## config.mk

```make
export PLATFORM = sky130hd
export DESIGN_NAME = nmos_phase_gen
export DESIGN_NICKNAME = d
export VERILOG_FILES = /design/src/rtl/nmos_clk_pkg.sv /design/src/rtl/nmos_phase_timer.sv /design/src/rtl/nmos_phase_gen.sv
export SDC_FILE = /design/constraint.sdc
export NUM_CORES = 1
export LEC_CHECK = 0
export ABC_AREA = 1
export ABC_CLOCK_PERIOD_IN_PS = 2900
export CAP_MARGIN = 20
export CORE_MARGIN = 4
export CORE_UTILIZATION = 45
export DETAILED_ROUTE_END_ITERATION = 8
export GPL_TIMING_DRIVEN = 0
export PLACE_DENSITY = 0.69
export SETUP_SLACK_MARGIN = 0.4
export SLEW_MARGIN = 15
export SYNTH_ARGS = -nofsm -noshare
export SYNTH_HDL_FRONTEND = slang
export SYNTH_SLANG_ARGS = --single-unit
```

## constraint.sdc

```tcl
create_clock -name main_clk -period 2.9 [get_ports main_clk]
set_input_delay 0.29 -clock main_clk [delete_from_list [all_inputs] [get_ports main_clk]]
set_output_delay 0.29 -clock main_clk [all_outputs]
set_load 0.03 [all_outputs]
```

## src/rtl/nmos_clk_pkg.sv

```systemverilog
// Shared types and defaults for the NMOS two-phase clock sequencer.
package nmos_clk_pkg;

   localparam int unsigned DefPhaseW = 8;
   localparam int unsigned DefCntW   = 32;

   typedef enum logic [2:0] {
      StIdle,
      StPh1,
      StGap12,
      StPh2,
      StGap21
   } phase_state_e;

   // A programmed phase length of zero still yields one active cycle.
   function automatic int unsigned len_min1(input int unsigned len);
      return (len == 0) ? 1 : len;
   endfunction

endpackage

```

## src/rtl/nmos_phase_timer.sv

```systemverilog
// Loadable down-counter timing the dwell of each sequencer state.
module nmos_phase_timer
   import nmos_clk_pkg::*;
#(
   parameter int unsigned PHASE_W = DefPhaseW
) (
   input  logic               main_clk,
   input  logic               rst,
   input  logic               load,
   input  logic [PHASE_W-1:0] load_val,
   output logic               last
);

   logic [PHASE_W-1:0] count_q;

   always_ff @(posedge main_clk) begin
      if (rst) begin
         count_q <= '0;
      end else if (load) begin
         count_q <= load_val;
      end else if (count_q != '0) begin
         count_q <= count_q - PHASE_W'(1);
      end
   end

   assign last = (count_q == '0) || (count_q == PHASE_W'(1));

endmodule

```

## src/rtl/nmos_phase_gen.sv

```systemverilog
// Two-phase non-overlapping C1/C2 sequencer with free-run and single-step modes.
module nmos_phase_gen
   import nmos_clk_pkg::*;
#(
   parameter int unsigned PHASE_W = DefPhaseW,
   parameter int unsigned CNT_W   = DefCntW
) (
   input  logic               main_clk,
   input  logic               rst,
   input  logic               run,
   input  logic               step_req,
   output logic               step_ack,
   input  logic [PHASE_W-1:0] ph1_len,
   input  logic [PHASE_W-1:0] ph2_len,
   input  logic [PHASE_W-1:0] gap_len,
   output logic               C1,
   output logic               C2,
   output logic               busy,
   output logic [CNT_W-1:0]   cyc_cnt
);

   phase_state_e       state_q, state_d;
   logic [PHASE_W-1:0] ph2_sh_q, gap_sh_q;
   logic [CNT_W-1:0]   cyc_cnt_q;
   logic               step_mode_q;
   logic               timer_load, timer_last;
   logic [PHASE_W-1:0] timer_val;
   logic               end_cyc, start, start_step;

   nmos_phase_timer #(
      .PHASE_W (PHASE_W)
   ) u_timer (
      .main_clk (main_clk),
      .rst      (rst),
      .load     (timer_load),
      .load_val (timer_val),
      .last     (timer_last)
   );

   always_comb begin
      state_d    = state_q;
      timer_load = 1'b0;
      timer_val  = '0;
      end_cyc    = 1'b0;
      start      = 1'b0;
      start_step = 1'b0;
      unique case (state_q)
         StIdle: begin
            if (run) begin
               start = 1'b1;
            end else if (step_req) begin
               start      = 1'b1;
               start_step = 1'b1;
            end
         end
         StPh1: begin
            if (timer_last) begin
               timer_load = 1'b1;
               if (gap_sh_q != '0) begin
                  state_d   = StGap12;
                  timer_val = gap_sh_q;
               end else begin
                  state_d   = StPh2;
                  timer_val = ph2_sh_q;
               end
            end
         end
         StGap12: begin
            if (timer_last) begin
               state_d    = StPh2;
               timer_load = 1'b1;
               timer_val  = ph2_sh_q;
            end
         end
         StPh2: begin
            if (timer_last) begin
               if (gap_sh_q != '0) begin
                  state_d    = StGap21;
                  timer_load = 1'b1;
                  timer_val  = gap_sh_q;
               end else begin
                  end_cyc = 1'b1;
               end
            end
         end
         StGap21: begin
            if (timer_last) end_cyc = 1'b1;
         end
         default: state_d = StIdle;
      endcase
      if (end_cyc) begin
         if (run && !step_mode_q) start = 1'b1;
         else                     state_d = StIdle;
      end
      // PH1 length is consumed straight into the timer, so it needs no shadow copy.
      if (start) begin
         state_d    = StPh1;
         timer_load = 1'b1;
         timer_val  = PHASE_W'(len_min1(32'(ph1_len)));
      end
   end

   always_ff @(posedge main_clk) begin
      if (rst) begin
         state_q     <= StIdle;
         C1          <= 1'b0;
         C2          <= 1'b0;
         step_ack    <= 1'b0;
         cyc_cnt_q   <= '0;
         step_mode_q <= 1'b0;
         ph2_sh_q    <= '0;
         gap_sh_q    <= '0;
      end else begin
         state_q  <= state_d;
         C1       <= (state_q == StPh1);
         C2       <= (state_q == StPh2);
         step_ack <= end_cyc && step_mode_q;
         if (end_cyc) begin
            cyc_cnt_q   <= cyc_cnt_q + CNT_W'(1);
            step_mode_q <= 1'b0;
         end
         if (start) begin
            step_mode_q <= start_step;
            ph2_sh_q    <= PHASE_W'(len_min1(32'(ph2_len)));
            gap_sh_q    <= gap_len;
         end
      end
   end

   assign busy    = (state_q != StIdle);
   assign cyc_cnt = cyc_cnt_q;

endmodule

```

==> results.txt <==
The setup slack of the critical path after layout was 895.5 ps. The setup path with the least slack is of type reg -> reg. Among all stages on the critical path, the largest delay is contributed by dfxtp_1. At the end of the flow the core is filled with cells to 58.28%. The count of buffering cells on the critical path with inverters included came out at 1. Dividing total power by cell area gives a power density of 573.7 nW/µm².

The tools report the number of standard cells in the final layout excluding fillers as 754. Area of the mapped netlist: 3779 µm². Wires add up to 10,300 µm.

The worst hold-check path type was reg -> reg. Number of pins exceeding their max-slew limit in the final report: 0. After detailed routing, the average wire length per cell comes to 13.66 µm. During I/O placement, the number of pins put on the boundary was 64. The critical path goes through ha_1 -> nand3_1 -> inv_1 -> nand2_1 -> nor2_8 -> nand2_4 -> nor2_4 -> nand2_2 -> nand2_1 -> nand2_1 -> nor2_1. The clock-pin slew on the worst setup and hold paths is 80 ps, and the number of vias per cell after detailed routing is 5.092. The worst setup path is launched from a flop. The starting density of the core was 46.22%.

Data arrives at the worst endpoint at 2280 ps. After technology mapping, the gate count stands at 570. By instance count, the cell type seen most on the critical path is nand2_1. In the layout the commonest cells are nand2_1, inv_1, nor2_1, dfxtp_1, clkdlybuf4s50_1. The tools report the count of buffers added by post-CTS timing repair for setup as 0. The launch point of the worst hold path was ph2_sh_q[0]. For this design, the sink count on the clock tree is 63.

The total area inside the core boundary comes to 8175 µm². The synthesized netlist contains 36 unique library cells. The signed area change from the synthesized netlist to the final layout is 26.09%. In the final layout, the share of cells above drive strength 1 is 10.17%.

The run gives 0 as the number of antenna violations at the first check in global routing. The register-to-register path setup slack came out at 900 ps. The tools report the hold-critical path endpoint as ph2_sh_q[0]. Before antenna repair, the detailed router went through 6 iterations. The overall fraction of global-route tracks in use was 21.80%. Counting flops and latches in the post-synthesis netlist gives 63. The net count of the finished layout is 676. The tightest slew margin relative to the limit is 54.97%.

In this run, post-CTS repair resized a total of 0 instances. The via count of the first global-routing pass was 3,568; the highest cell delay on the worst timing path was 550 ps. The number of buffers inserted during clock tree synthesis was 9; the maximum buffer depth of the clock tree was 2. The clock arrives with 11.87 ps of skew. The residual DRC count is 0. For the finished layout, the period the worst path requires is 2005 ps. Summed over all nets, the half-perimeter wirelength after detailed placement is 8010 µm.

Setup repair after global routing left no endpoint under its margin. The final period utilization was 69.12%. The maximum number of pins on one net before global-route repair is 11, and the part of the Yosys area used for sequential elements is 33.38%. For the net count after synthesis, the log shows 602. The highest clock frequency the design can meet was 0.4989 GHz; the die boundary width was 99.64 µm. The number of cells on the worst reg-to-reg path is 11. VDD sags by at most 0.2718 mV.

Hold violation count in the final report: 0. For the count of maximum capacitance violations, the log shows 0. Summed over all failing endpoints, the final setup total negative slack is 0 ps.

In this run the clock root is driven by a clkbuf_8. Before CTS, the worst setup slack after placement is 754.9 ps. Clock latency on the worst-skew pair, taken at its later pin, is 340 ps. The terminus of the critical flop-to-flop path is cyc_cnt[18].

In this run the static leakage power is 1.928 nW. At the pin with the least slew margin, the transition time is 675.5 ps. Input and output buffers added on the ports amount to 63. TritonCTS built the clock tree. The tools report the number of warnings issued by yosys as 0.

Antenna violation net count after detailed routing: 0. The die covers 9927 µm². The final estimated routing congestion in global placement is 0.9350. For this design, the CTS-stage hold fixing added 0 buffers. 0 antenna diodes ended up in the layout. The standard-cell row count was 33.

The run finished with clean final reports. After the first detailed-routing iteration, the DRC count stood at 232. The height of the chip works out to 99.64 µm. Including well taps, the total number of placed cells is 738. STA classifies the critical path endpoint as a flop. The peak fanout along the critical path works out to 8. The startpoint identified for the worst register-to-register timing path is cyc_cnt[0]. First-pass GRT wire length: 17,320 µm.

Leaving out fill and tap cells, the most frequent cell in the layout is nand2_1. The number of cells on the worst hold path is 2. The cell family contributing the most delay on the critical path is simple AND/OR/NAND/NOR gates. The synthesized area per cell is 6.629 µm², and the setup-violating endpoint count in the final report is 0. The detailed router placed 3,839 vias in this run.

STA puts the critical path data required time at 3170 ps. The number of H-tree branching levels is 3, and the sum of overflow across all layers after global routing is 0.
-- synthesized netlist by cell type (all sizes together) --
| cell | count | area share [%] |
|---|---|---|
| nand2 | 148 | 16 |
| inv | 74 | 7.4 |
| nor2 | 74 | 9.3 |
| dfxtp | 63 | 33 |
| o21ai | 49 | 6.5 |
| a21oi | 42 | 5.6 |
| nor3 | 31 | 5.1 |
| nand3 | 29 | 4.1 |
| xor2 | 11 | 2.5 |
| nand4 | 9 | 1.7 |
| xnor2 | 9 | 2.1 |
| buf | 8 | 1.5 |
| clkbuf | 6 | 0.60 |
| ha | 4 | 1.3 |
| o211ai | 3 | 0.60 |
| and3 | 2 | 0.33 |
| nor3b | 2 | 0.53 |
| o21bai | 2 | 0.40 |
| bufbuf | 1 | 0.50 |
| nor4 | 1 | 0.17 |
| o41ai | 1 | 0.23 |
| or2 | 1 | 0.17 |
-- how the worst max path moves through the flow --
stage	from	end	slack, ps	cells past startpoint
after floorplan	cyc_cnt[0]	cyc_cnt[18]	1110	10
after global placement	rst	cyc_cnt[30]	770	4
after detailed placement	rst	cyc_cnt[19]	750	4
after CTS	cyc_cnt[0]	cyc_cnt[18]	930	11
after global routing	cyc_cnt[0]	cyc_cnt[18]	730	11
final	cyc_cnt[0]	cyc_cnt[18]	900	11
-- flip-flops by register name, summed over array words and instances (netlist names) --
signal	flops
C1	1
state_q	3
ph2_sh_q	8
step_ack	1
cyc_cnt	32
C2	1
gap_sh_q	8
u_timer.count_q	8
step_mode_q	1
-- stage by stage --
| step | hold slack, ps | power (mW) | cell area, µm² |
|---|---|---|---|
| after detailed placement | 457.2 | 1.863 | 4541 |
| after CTS | 466.5 | 2.742 | 4765 |
| after floorplan | 396.9 | 1.661 | 3779 |
| final | 468.0 | 2.733 | 4765 |
| after global placement | 455.6 | 1.850 | 4541 |
| after global routing | 506.5 | 2.899 | 4765 |
-- where the power goes --
group	internal, mW	switching, mW
Clock	0.531	0.350
Combinational	0.313	0.521
Sequential	0.950	0.0680
Total	1.79	0.940
-- tightest hold or removal path, stage by stage (launching register included) --
cell     delay (ps)
dfxtp_1         320
nand2_1          60
a21oi_1          50
-- routing by layer --
metal  share of wire [%]  GRT usage [%]
met5                   0              0
met4                 1.1          6.092
met3                 5.0          3.296
met2                  42          31.97
met1                  52          32.96
-- layout make-up --
class	instances	area, µm²
Buffer	15	97.59
Clock buffer	13	158.9
Clock inverter	3	65.06
Fill cell	813	3411
Inverter	74	277.8
Multi-Input combinational cell	418	2142
Sequential cell	63	1261
Tap cell	105	131.4
Timing Repair Buffer	63	630.6
-- cell families (layout without fill, tap and decap cells) --
family                     count (synthesis)  count (layout)  synth area share [%]
AOI/OAI and AO/OA                         97              97                 13.28
xor gates and xnor gates                  20              20                 4.636
and+or+nand+nor                          297             297                 37.45
adders and majority gates                  4               4                 1.325
buffers and inverters                     89             168                 9.934
DFF                                       63              63                 33.38
Power figures use the tool's default switching activity.
